==> src/rtl/oled_spi_sequencer.sv <==
// oled_spi_sequencer: Pmod OLED power-up/reset, fixed SSD1306 init list, then user bytes over SPI, all paced by ticks from the divided clock sclk_src (ports: clk_in/reset, sclk_src, byte_* handshake, init_done, oled_* pins)
module oled_spi_sequencer #(
  parameter int VDD_TICKS  = 1,
  parameter int RES_TICKS  = 1,
  parameter int VBAT_TICKS = 10,
  parameter int CNT_W      = 8
) (
  input  logic       clk_in,
  input  logic       reset,
  input  logic       sclk_src,
  input  logic       byte_valid,
  input  logic [7:0] byte_data,
  input  logic       byte_is_data,
  output logic       byte_ready,
  output logic       init_done,
  output logic       oled_cs_n,
  output logic       oled_sclk,
  output logic       oled_sdin,
  output logic       oled_dc,
  output logic       oled_res_n,
  output logic       oled_vdd_n,
  output logic       oled_vbat_n
);
  typedef enum logic [2:0] {WAIT_VDD, RES_LOW, RES_SETTLE, INIT_A, WAIT_VBAT, INIT_B, IDLE, USER_TX} state_t;
  state_t state, state_nxt;
  logic s1, s2, s3, tick, busy, load, ld_dc, wait_done, byte_done;
  logic [CNT_W-1:0] cnt, lim;
  logic [3:0] idx;
  logic [4:0] bcnt;
  logic [7:0] shreg, ld_byte, rom_byte;
  assign tick = s2 ^ s3;
  assign lim = state == WAIT_VDD ? CNT_W'(VDD_TICKS - 1) : state == WAIT_VBAT ? CNT_W'(VBAT_TICKS - 1) : CNT_W'(RES_TICKS - 1);
  assign wait_done = tick && cnt == lim;
  assign byte_done = busy && tick && bcnt == 5'd16;
  always_comb begin
    rom_byte = 8'h00;
    case (idx)
      4'd0:  rom_byte = 8'hAE;
      4'd1:  rom_byte = 8'h8D;
      4'd2:  rom_byte = 8'h14;
      4'd3:  rom_byte = 8'hD9;
      4'd4:  rom_byte = 8'hF1;
      4'd5:  rom_byte = 8'hA1;
      4'd6:  rom_byte = 8'hC8;
      4'd7:  rom_byte = 8'hDA;
      4'd8:  rom_byte = 8'h20;
      4'd9:  rom_byte = 8'hAF;
      4'd10: rom_byte = 8'hA4;
      default: rom_byte = 8'h00;
    endcase
  end
  always_ff @(posedge clk_in or posedge reset)
    if (reset) state <= WAIT_VDD;
    else state <= state_nxt;
  // Init loads wait for a tick-free cycle so the first tick of every byte lands strictly after its load.
  always_comb begin
    state_nxt = state;
    load = 1'b0;
    ld_byte = rom_byte;
    ld_dc = 1'b0;
    case (state)
      WAIT_VDD:   state_nxt = wait_done ? RES_LOW : state;
      RES_LOW:    state_nxt = wait_done ? RES_SETTLE : state;
      RES_SETTLE: state_nxt = wait_done ? INIT_A : state;
      WAIT_VBAT:  state_nxt = wait_done ? INIT_B : state;
      INIT_A, INIT_B: begin
        if (!busy && idx == (state == INIT_A ? 4'd5 : 4'd11)) state_nxt = state == INIT_A ? WAIT_VBAT : IDLE;
        else load = !busy && !tick;
      end
      IDLE: if (byte_valid && byte_ready) begin
        state_nxt = USER_TX;
        load = 1'b1;
        ld_byte = byte_data;
        ld_dc = byte_is_data;
      end
      USER_TX: state_nxt = byte_done ? IDLE : state;
      default: state_nxt = WAIT_VDD;
    endcase
  end
  always_ff @(posedge clk_in or posedge reset)
    if (reset) begin
      {s1, s2, s3} <= 3'b000;
      cnt <= '0;
      idx <= 4'd0;
      shreg <= 8'h00;
      bcnt <= 5'd0;
      busy <= 1'b0;
      oled_cs_n <= 1'b1;
      oled_sclk <= 1'b1;
      oled_sdin <= 1'b0;
      oled_dc <= 1'b0;
      oled_res_n <= 1'b1;
      oled_vdd_n <= 1'b1;
      oled_vbat_n <= 1'b1;
      byte_ready <= 1'b0;
      init_done <= 1'b0;
    end else begin
      {s1, s2, s3} <= {sclk_src, s1, s2};
      cnt <= state_nxt != state ? '0 : cnt + CNT_W'(tick);
      oled_vdd_n <= 1'b0;
      oled_res_n <= state_nxt != RES_LOW;
      oled_vbat_n <= !(state_nxt inside {WAIT_VBAT, INIT_B, IDLE, USER_TX});
      byte_ready <= state_nxt == IDLE;
      init_done <= state_nxt inside {IDLE, USER_TX};
      if (load) begin
        oled_cs_n <= 1'b0;
        oled_dc <= ld_dc;
        shreg <= ld_byte;
        bcnt <= 5'd0;
        busy <= 1'b1;
        idx <= idx + 4'd1;
      end else if (busy && tick) begin
        bcnt <= bcnt + 5'd1;
        if (bcnt == 5'd16) begin
          oled_cs_n <= 1'b1;
          busy <= 1'b0;
        end else if (!bcnt[0]) begin
          oled_sclk <= 1'b0;
          oled_sdin <= shreg[7];
        end else begin
          oled_sclk <= 1'b1;
          shreg <= {shreg[6:0], 1'b0};
        end
      end
    end
endmodule

==> config.mk <==
export PLATFORM = sky130hd
export DESIGN_NAME = oled_spi_sequencer
export DESIGN_NICKNAME = d
export VERILOG_FILES = /design/src/rtl/oled_spi_sequencer.sv
export SDC_FILE = /design/constraint.sdc
export NUM_CORES = 1
export LEC_CHECK = 0
export ABC_AREA = 1
export BUFFER_PORTS_ARGS = -buffer_cell sky130_fd_sc_hd__buf_2
export CORE_ASPECT_RATIO = 0.8
export CORE_MARGIN = 1.5
export CORE_UTILIZATION = 45
export CTS_BUF_LIST = sky130_fd_sc_hd__clkbuf_4 sky130_fd_sc_hd__clkbuf_8
export DETAILED_ROUTE_END_ITERATION = 12
export PLACE_DENSITY_LB_ADDON = 0.1
export SLEW_MARGIN = 20
export SYNTH_ARGS = -nofsm -noshare
export SYNTH_HDL_FRONTEND = slang
export SYNTH_SLANG_ARGS = --single-unit
==> constraint.sdc <==
create_clock -name clk_in -period 4.01 [get_ports clk_in]
set_input_delay 0 -clock clk_in [delete_from_list [all_inputs] [get_ports clk_in]]
set_output_delay 0 -clock clk_in [all_outputs]
set_load 0.01 [all_outputs]
==> flow_metrics.tcl, run 1 <==
set metrics [dict create \
    outcome "complete, no violations" \
    skew_ns 0.006825 \
    crit_path_frequent_cell "nand3_1" \
    drive_gt1_share_pct 18.00 \
    crit_chain "nor2_1 > nand4_2 > nand2_4 > inv_2 > nand3_1 > nand3_1" \
    maxSlewViolCount 0 \
    final_common_cell "nand2_1" \
    worst_pin_slew_ns 0.5315 \
    hpwl_mm 3.026 \
    ys.warnings.count 0 \
    grt_pass1_vias 1680 \
    grt.overflow.total 0 \
    grt_pass1_wl_mm 7.721 \
    cap_violations 0 \
    drc 0 \
    cts_tree "built" \
    synth_seq_cells 41 \
    multi_input_area_sq_mm 0.001084 \
    grt_use_total_pct 19.02 \
    register_area_sq_mm 0.001032 \
    dieArea_sq_mm 0.005499 \
    num_vias 1808 \
    drtIter0Drc 95 \
    initial_core_util_pct 48.10 \
    p_per_area_mw_per_mm2 613.2 \
    crit_path_end_kind "flip-flop" \
    mostFrequentLayoutCells "nand2_1, dfrtp_1, nand3_1" \
    n_fill_cell 460 \
    postSynthAreaPerCell_sq_um 8.465 \
    path_max_fanout 23 \
    hold_viol_final 0 \
    ios 22 \
    syn-num-nets 291 \
    setup-violations-final 0 \
    crit_required_ns 4.18 \
    syn_area_sq_mm 0.002277 \
    final_antenna_net_count 0 \
    synth_area_leaders "dfrtp_1, nand2_1, nand3_1" \
    yosys.area.top_type "dfrtp_1" \
    fp-row-count 22 \
    synth_top_area_share_pct 39.56 \
    clkSinkCount 41 \
    postSynthCellCount 269 \
    final.period_utilization_pct 52.58 \
    final_nets 321 \
    die_width_um 82.54 \
    cts_buffers 5 \
    ys_seq_area_share_pct 45.33 \
    finalWirelength_mm 4.385 \
    cp_slowest_cell "dfrtp_1" \
    clk_path_buf_depth 2 \
    peakVddDrop_mv 0.3410 \
    async_flop_share_pct 100.0 \
    worstSetupStartpointType "flip-flop" \
    antenna_found_initial 0 \
    rsz0062_at_grt "no" \
    gp_congestion 0.7910 \
    die_h_um 66.63 \
    path_buf_inv 1 \
    drt-pass1-iter-count 4 \
    htree_num_levels 2 \
    grt_max_degree 42 \
    avgViaCountPerCell 5.022 \
    portBuffers 21 \
    cpPeakStageDelay_ns 0.50 \
    placed_area_sq_mm 0.002416 \
    synth_flop_cell "dfrtp_1" \
    synth_edf_count 0 \
    critPathTopFamily "simple AND/OR/NAND/NOR gates" \
    area_growth_pct 13.46 \
    tns_ns 0 \
    hp-class "in -> reg" \
    p_leak_nw 1.325 \
    cts_setup_buffers 0 \
    design_area_sq_mm 0.002584 \
    wl_per_cell_um 12.18 \
    n_antenna_cell 0 \
    fin_crit_ns 2.108 \
    fmax_ghz 0.4743 \
    clock_latency_ns 0.30 \
    path_class "reg -> reg" \
    ys_types 33 \
    path_clk_slew_ns 0.08 \
    worst-endpoint-arrival_ns 2.28 \
    ctsRootBufferMaster "clkbuf_8" \
    coreArea_sq_mm 0.004735 \
    cts.repair.resized 0 \
    slew_headroom_pct 64.49 \
]
-- cells in the mapped netlist, types with 2 or more instances --
master / n
a21oi_1: 16
and3_1: 2
buf_2: 3
buf_6: 3
dfrtp_1: 36
dfstp_2: 5
ha_1: 9
inv_1: 26
inv_2: 4
nand2_1: 65
nand2_2: 2
nand3_1: 28
nand3_2: 2
nand3b_1: 3
nand4_1: 2
nand4_2: 2
nor2_1: 18
nor2_4: 2
nor3_1: 2
nor3_4: 2
nor3b_1: 2
o211ai_1: 5
o21ai_0: 10
o21ai_1: 4
xnor2_1: 2
xor2_1: 7
-- flip-flops by register name, indices dropped and copies added (netlist names), 3 cells and up --
| register | cells |
|---|---|
| cnt | 8 |
| shreg | 8 |
| bcnt | 5 |
| idx | 4 |
| state | 3 |
-- metrics by stage --
stage	std cells	setup WS (ns)	hold WS, ns	power (mW)	utilization [%]
after floorplan	269	2.329	0.03143	1.149	-
after CTS	360	1.909	0.02009	1.599	54.57
after global placement	345	1.929	0.1154	1.289	51.03
final	360	1.902	0.02185	1.584	54.57
after detailed placement	345	1.915	0.1172	1.292	51.03
after global routing	360	1.687	0.08524	1.731	54.57
-- final cells by class --
type	instances	area share, %
sequential	41	39.95
clock buffer	8	3.777
inverter	30	4.358
timing repair buffer	29	7.070
multi-input combinational	192	41.94
tap	60	2.906
-- layer usage --
layer | global-route usage (%) | vias to the layer above | routed length (um)
met4 | 7.500 | 0 | 79
li1 | - | 940 | -
met3 | 4.932 | 8 | 204
met5 | 0 | - | 0
met1 | 27.47 | 823 | 2251
met2 | 26.93 | 37 | 1848
-- report_power, final --
group          leakage, nW  switching (mW)  internal [mW]  total [mW]
Combinational        0.753           0.399          0.235       0.634
Clock               0.0523           0.143          0.154       0.297
Sequential           0.520           0.108          0.545       0.653
-- cell families (layout without fill, tap and decap cells) --
kind of cell,Yosys count,in the layout,synth area share (%)
and+or+nand+nor,137,137,30.49
DFF,41,41,45.33
AOI/OAI and AO/OA,36,36,8.517
buffers and inverters,36,67,7.087
adders and majority gates,9,9,4.945
xor gates and xnor gates,9,9,3.462
other,1,1,0.1647
-- worst paths after layout --
check                             start           to  slack (ns)  cells past startpoint
min in group asynchronous         reset      bcnt[2]        0.36                      4
max in group asynchronous         reset  oled_vbat_n        3.26                      4
hold / removal             byte_data[2]     shreg[2]        0.02                      5
setup / recovery               state[0]     shreg[1]        1.90                      6
setup reg to reg               state[0]     shreg[1]        1.90                      6
hold reg to reg                      s1           s2        0.36                      0
-- timing repair --
| action | CTS | global route |
|---|---|---|
| setup endpoints to repair | 0 | 0 |
| endpoints found under the hold margin | 42 | 0 |
| hold buffers | 7 | 0 |
-- worst register-to-register path, cell delays in order, from the launching register on --
cell	delay, ns
dfrtp_1	0.50
nor2_1	0.22
nand4_2	0.44
nand2_4	0.46
inv_2	0.17
nand3_1	0.11
nand3_1	0.08
Power figures use the tool's default switching activity.
==> run 2: changes to the inputs <==
--- a/config.mk
+++ b/config.mk
@@ -5,7 +5,7 @@
 export SDC_FILE = /design/constraint.sdc
 export NUM_CORES = 1
 export LEC_CHECK = 0
-export ABC_AREA = 1
+export ABC_AREA = 0
 export BUFFER_PORTS_ARGS = -buffer_cell sky130_fd_sc_hd__buf_2
 export CORE_ASPECT_RATIO = 0.8
 export CORE_MARGIN = 1.5
==> constraint.sdc (replaced) <==
create_clock -name clk_in -period 2.1 [get_ports clk_in]
set_input_delay 0 -clock clk_in [delete_from_list [all_inputs] [get_ports clk_in]]
set_output_delay 0 -clock clk_in [all_outputs]
set_load 0.01 [all_outputs]
==> flow_metrics.tcl, run 2 <==
set metrics [dict create \
    path_class "reg -> reg" \
    initial_core_util_pct 48.27 \
    p_per_area_mw_per_mm2 1043 \
    outcome "complete, no violations" \
    ios 22 \
    htree_num_levels 2 \
    postSynthCellCount 222 \
    synthTopCellsByCount "dfrtp_1, nor2_1, mux2i_1, nand2_1, o21ai_0" \
    synth_flop_cell "dfrtp_1" \
    hpwl_mm 3.324 \
    crit_required_ns 2.29 \
    ctsRootBufferMaster "clkbuf_8" \
    fin_ws_ns 0.008688 \
    fin_cells 333 \
    final_nets 294 \
    cap_violations 0 \
    p_leak_nw 1.304 \
    grt_pass1_vias 1647 \
    hp-class "in -> reg" \
    dpl.cell_count 315 \
    coreArea_sq_mm 0.004707 \
    path_max_fanout 5 \
    area_growth_pct 24.01 \
    ys_seq_area_share_pct 45.43 \
    drc 0 \
    yosys.area.top_type "dfrtp_1" \
    fin_crit_ns 2.091 \
    fmax_ghz 0.4782 \
    use_met3_pct 4.932 \
    async_flop_share_pct 100.0 \
    hold-path-cell-count 3 \
    grt.overflow.total 0 \
    reg.largest.list "cnt: 8 flops, shreg: 8 flops, bcnt: 5 flops" \
    clk_path_buf_depth 2 \
    cts_buffers 5 \
    cts_tree "built" \
    final_util_pct 59.86 \
    pre_cts_slack_ns 0.02277 \
    worstSetupStartpointType "flip-flop" \
    rsz0062_at_grt "yes" \
    ys_types 56 \
    final_antenna_net_count 0 \
    register_area_sq_mm 0.001032 \
    syn-num-nets 244 \
    skew_ns 0.006412 \
    grtUsageMet1_pct 31.82 \
    drt-pass1-iter-count 4 \
    clock_latency_ns 0.29 \
    peakVddDrop_mv 0.6321 \
    synth_area_leaders "dfrtp_1, dfstp_2, mux2i_1" \
    crit_chain "inv_2 > ha_4 > or4bb_4 > nor3b_4 > o221ai_2 > a221oi_4 > buf_6 > nor2_1" \
    finalWirelength_mm 4.792 \
    maxSlewViolCount 0 \
    yosysMostFrequentCell "dfrtp_1" \
    synth_seq_cells 41 \
    n_fill_cell 406 \
    ys.warnings.count 0 \
    holdWs_ns 0.01312 \
    grt_pass1_wl_mm 8.224 \
    slew_headroom_pct 59.42 \
    gp_congestion 0.7496 \
    drtIter0Drc 143 \
    worst_pin_slew_ns 0.6046 \
    hold_viol_final 0 \
    portBuffers 21 \
    postSynthAreaPerCell_sq_um 10.24 \
    path_clk_slew_ns 0.08 \
    fp-row-count 22 \
    reg2regPathDepth 8 \
    mostFrequentLayoutCells "dfrtp_1, buf_4, buf_2" \
    worst-endpoint-arrival_ns 2.28 \
    avgViaCountPerCell 5.270 \
    num_vias 1755 \
    syn_area_sq_mm 0.002272 \
    clkSinkCount 41 \
    grt_max_degree 42 \
    dieArea_sq_mm 0.005487 \
    busiest_layer "met1" \
    final.period_utilization_pct 99.59 \
    cp_slowest_cell "or4bb_4" \
    drive_gt1_share_pct 30.04 \
    multi_input_area_sq_mm 0.001169 \
    synth_top_area_share_pct 39.65 \
    crit_path_end_kind "flip-flop" \
    final_common_cell "dfrtp_1" \
    die_width_um 82.45 \
    wl_per_cell_um 14.39 \
    synth_edf_count 0 \
    n_antenna_cell 0 \
    grt.met2_usage_pct 26.42 \
    setup-violations-final 0 \
    cpPeakStageDelay_ns 0.47 \
    antenna_found_initial 0 \
    grt_use_total_pct 20.08 \
    die_h_um 66.56 \
]
run 2: stage by stage:
stage / power [mW] / setup TNS [ns] / area, sq um
after floorplan: 1.940 / 0 / 2272
after global placement: 2.316 / 0 / 2596
after detailed placement: 2.330 / 0 / 2596
after CTS: 2.867 / 0 / 2758
after global routing: 3.180 / -0.5307 / 2818
final: 2.940 / 0 / 2818
run 2: final timing paths:
path / startpoint / to / slack [ns]
worst max register to register: bcnt[1] / cnt[2] / 0.009
worst max-delay path: bcnt[1] / cnt[2] / 0.009
worst min-delay path: byte_data[5] / shreg[5] / 0.01
max in group asynchronous: reset / oled_vbat_n / 1.36
min in group asynchronous: reset / s1 / 0.37
worst min register to register: s1 / s2 / 0.36
run 2: report_power, final:
group	total, mW	leakage, nW	internal (mW)	switching [mW]
combinational	1.16	0.759	0.607	0.556
clock	0.523	0.0481	0.236	0.287
sequential	1.25	0.497	1.05	0.202
total	2.94	1.30	1.89	1.05
run 2: worst max-delay path: cells and delay by family (launching register included):
family / cells / cell delay, ns
AND/OR/NAND/NOR: 3 / 0.74
AO/OA/AOI/OAI: 2 / 0.49
flip-flops: 1 / 0.39
buffers and inverters: 2 / 0.24
adder cells (fa/ha/maj): 1 / 0.12
run 2: what timing repair did:
| action | in CTS | in global routing |
|---|---|---|
| hold buffers | 7 | 0 |
| setup endpoints to repair | 0 | 8 |
| endpoints found under the hold margin | 42 | 0 |
| resized for setup | 0 | 11 |
| buffers inserted | 0 | 3 |
run 2: logic make-up after synthesis:
kind of cell	count (synthesis)	synth area share [%]
XOR/XNOR	15	5.782
AND/OR/NAND/NOR	74	18.01
other	1	0.1650
buffers and inverters	24	4.460
AO/OA/AOI/OAI	42	13.99
multiplexers	16	7.213
adder cells (fa/ha/maj)	9	4.956
flip-flops	41	45.43
run 2: metal layers:
metal / routed length [um] / up-vias
met5: 0 / -
met4: 38 / 0
met3: 201 / 6
met2: 1946 / 33
met1: 2606 / 832
li1: - / 884
run 2: cell type report:
class	instances	area share [%]
clock inverter	3	0.7993
inverter	10	1.332
sequential	41	36.63
clock buffer	5	2.442
multi-input combinational	157	41.47
timing repair buffer	57	14.65
tap	60	2.664
==> run 3: changes to the inputs <==
--- a/config.mk
+++ b/config.mk
@@ -5,7 +5,7 @@
 export SDC_FILE = /design/constraint.sdc
 export NUM_CORES = 1
 export LEC_CHECK = 0
-export ABC_AREA = 0
+export ABC_AREA = 1
 export BUFFER_PORTS_ARGS = -buffer_cell sky130_fd_sc_hd__buf_2
 export CORE_ASPECT_RATIO = 0.8
 export CORE_MARGIN = 1.5
==> constraint.sdc (replaced) <==
create_clock -name clk_in -period 2.4 [get_ports clk_in]
set_input_delay 0 -clock clk_in [delete_from_list [all_inputs] [get_ports clk_in]]
set_output_delay 0 -clock clk_in [all_outputs]
set_load 0.01 [all_outputs]
==> flow_metrics.tcl, run 3 (synthesis results as in run 1) <==
set metrics [dict create \
    worst_pin_slew_ns 0.5210 \
    num_vias 1846 \
    placed_area_sq_mm 0.002424 \
    mostFrequentLayoutCells "nand2_1, dfrtp_1, nand3_1" \
    finalWirelength_mm 4.566 \
    grt.overflow.total 0 \
    reg.largest.list "cnt: 8 flops, shreg: 8 flops, bcnt: 5 flops" \
    design_area_sq_mm 0.002591 \
    maxSlewViolCount 0 \
    ctsRootBufferMaster "clkbuf_8" \
    dieArea_sq_mm 0.005499 \
    pre_cts_slack_ns 0.4811 \
    n_fill_cell 450 \
    crit_path_frequent_cell "nand2_1" \
    worst-endpoint-arrival_ns 2.17 \
    final.period_utilization_pct 81.31 \
    grt_pass1_vias 1697 \
    path_buf_inv 1 \
    hold_viol_final 0 \
    coreArea_sq_mm 0.004735 \
    cap_violations 0 \
    slew_headroom_pct 65.27 \
    clk_path_buf_depth 2 \
    drtIter0Drc 80 \
    die_h_um 66.63 \
    grt_max_degree 42 \
    crit_chain "inv_1 > ha_1 > nand2_1 > nor3_4 > nand2_1 > nand2_1 > nand2_1 > nor2_2 > nand4_2 > a21oi_1" \
    fmax_ghz 0.5124 \
    finalPower_mw 2.648 \
    cts_setup_buffers 0 \
    rsz0062_at_grt "no" \
    grt_use_total_pct 18.92 \
    setup-violations-final 0 \
    grt_pass1_wl_mm 7.714 \
    fin_ws_ns 0.4485 \
    outcome "complete, no violations" \
    p_per_area_mw_per_mm2 1022 \
    hold_buffers 7 \
    tns_ns 0 \
    worstSetupStartpointType "flip-flop" \
    cts_tree "built" \
    cts_buffers 5 \
    clock_latency_ns 0.29 \
    n_antenna_cell 0 \
    p_leak_nw 1.329 \
    crit_path_end_kind "flip-flop" \
    cpPeakStageDelay_ns 0.38 \
    final_common_cell "nand2_1" \
    wl_per_cell_um 12.65 \
    drive_gt1_share_pct 18.27 \
    area_growth_pct 13.79 \
    path_max_fanout 8 \
    hp-class "in -> reg" \
    htree_num_levels 2 \
    gp_congestion 0.8697 \
    fp-row-count 22 \
    final_nets 322 \
    peakVddDrop_mv 0.5301 \
    cts.repair.resized 0 \
    cp_slowest_cell "dfrtp_1" \
    antenna_found_initial 0 \
    path_class "reg -> reg" \
    final_antenna_net_count 0 \
    clkSinkCount 41 \
    hpwl_mm 3.145 \
    drc 0 \
    fin_crit_ns 1.952 \
    skew_ns 0.003444 \
    crit_required_ns 2.62 \
    drt-pass1-iter-count 4 \
    portBuffers 21 \
    ios 22 \
    die_width_um 82.54 \
    path_clk_slew_ns 0.08 \
    critPathTopFamily "simple AND/OR/NAND/NOR gates" \
    avgViaCountPerCell 5.114 \
    initial_core_util_pct 48.10 \
]
run 3: area by class of cell:
cell class	instances	area, sq um	share of cell area (%)
multi-input combinational	192	1084	41.82
sequential	41	1032	39.84
timing repair buffer	30	190.2	7.339
inverter	30	112.6	4.346
clock buffer	8	97.59	3.766
tap	60	75.07	2.897
run 3: final timing paths:
check                              from          to  slack (ns)  depth (start not counted)
setup / recovery                bcnt[0]      cnt[4]        0.45                         10
hold reg to reg                      s1          s2        0.36                          0
hold / removal             byte_data[7]    shreg[7]        0.03                          5
min in group asynchronous         reset   oled_sdin        0.37                          4
max in group asynchronous         reset  oled_res_n        1.65                          4
setup reg to reg                bcnt[0]      cnt[4]        0.45                         10
run 3: tightest hold or removal path, delay by kind of cell:
family	cells	cell delay, ns
simple gates	4	0.21
buf+inv	1	0.07
run 3: layer usage:
metal | wire, um | track usage (%) | up-vias
li1 | - | - | 942
met1 | 2257 | 26.90 | 850
met2 | 2024 | 28.35 | 47
met3 | 239 | 4.795 | 7
met4 | 45 | 5.417 | 0
met5 | 0 | 0 | -
run 3: per-stage QoR:
stage                     instances  hold WS (ns)  util [%]
final                           361       0.03275     54.73
after global routing            361       0.05286     54.73
after CTS                       361       0.03766     54.73
after detailed placement        346        0.1155     51.19
after global placement          346        0.1146     51.19
after floorplan                 269       0.03143         -
run 3: report_power, final:
group / internal (mW) / leakage [nW] / switching, mW
clock: 0.257 / 0.0523 / 0.227
sequential: 0.911 / 0.520 / 0.186
combinational: 0.392 / 0.757 / 0.675
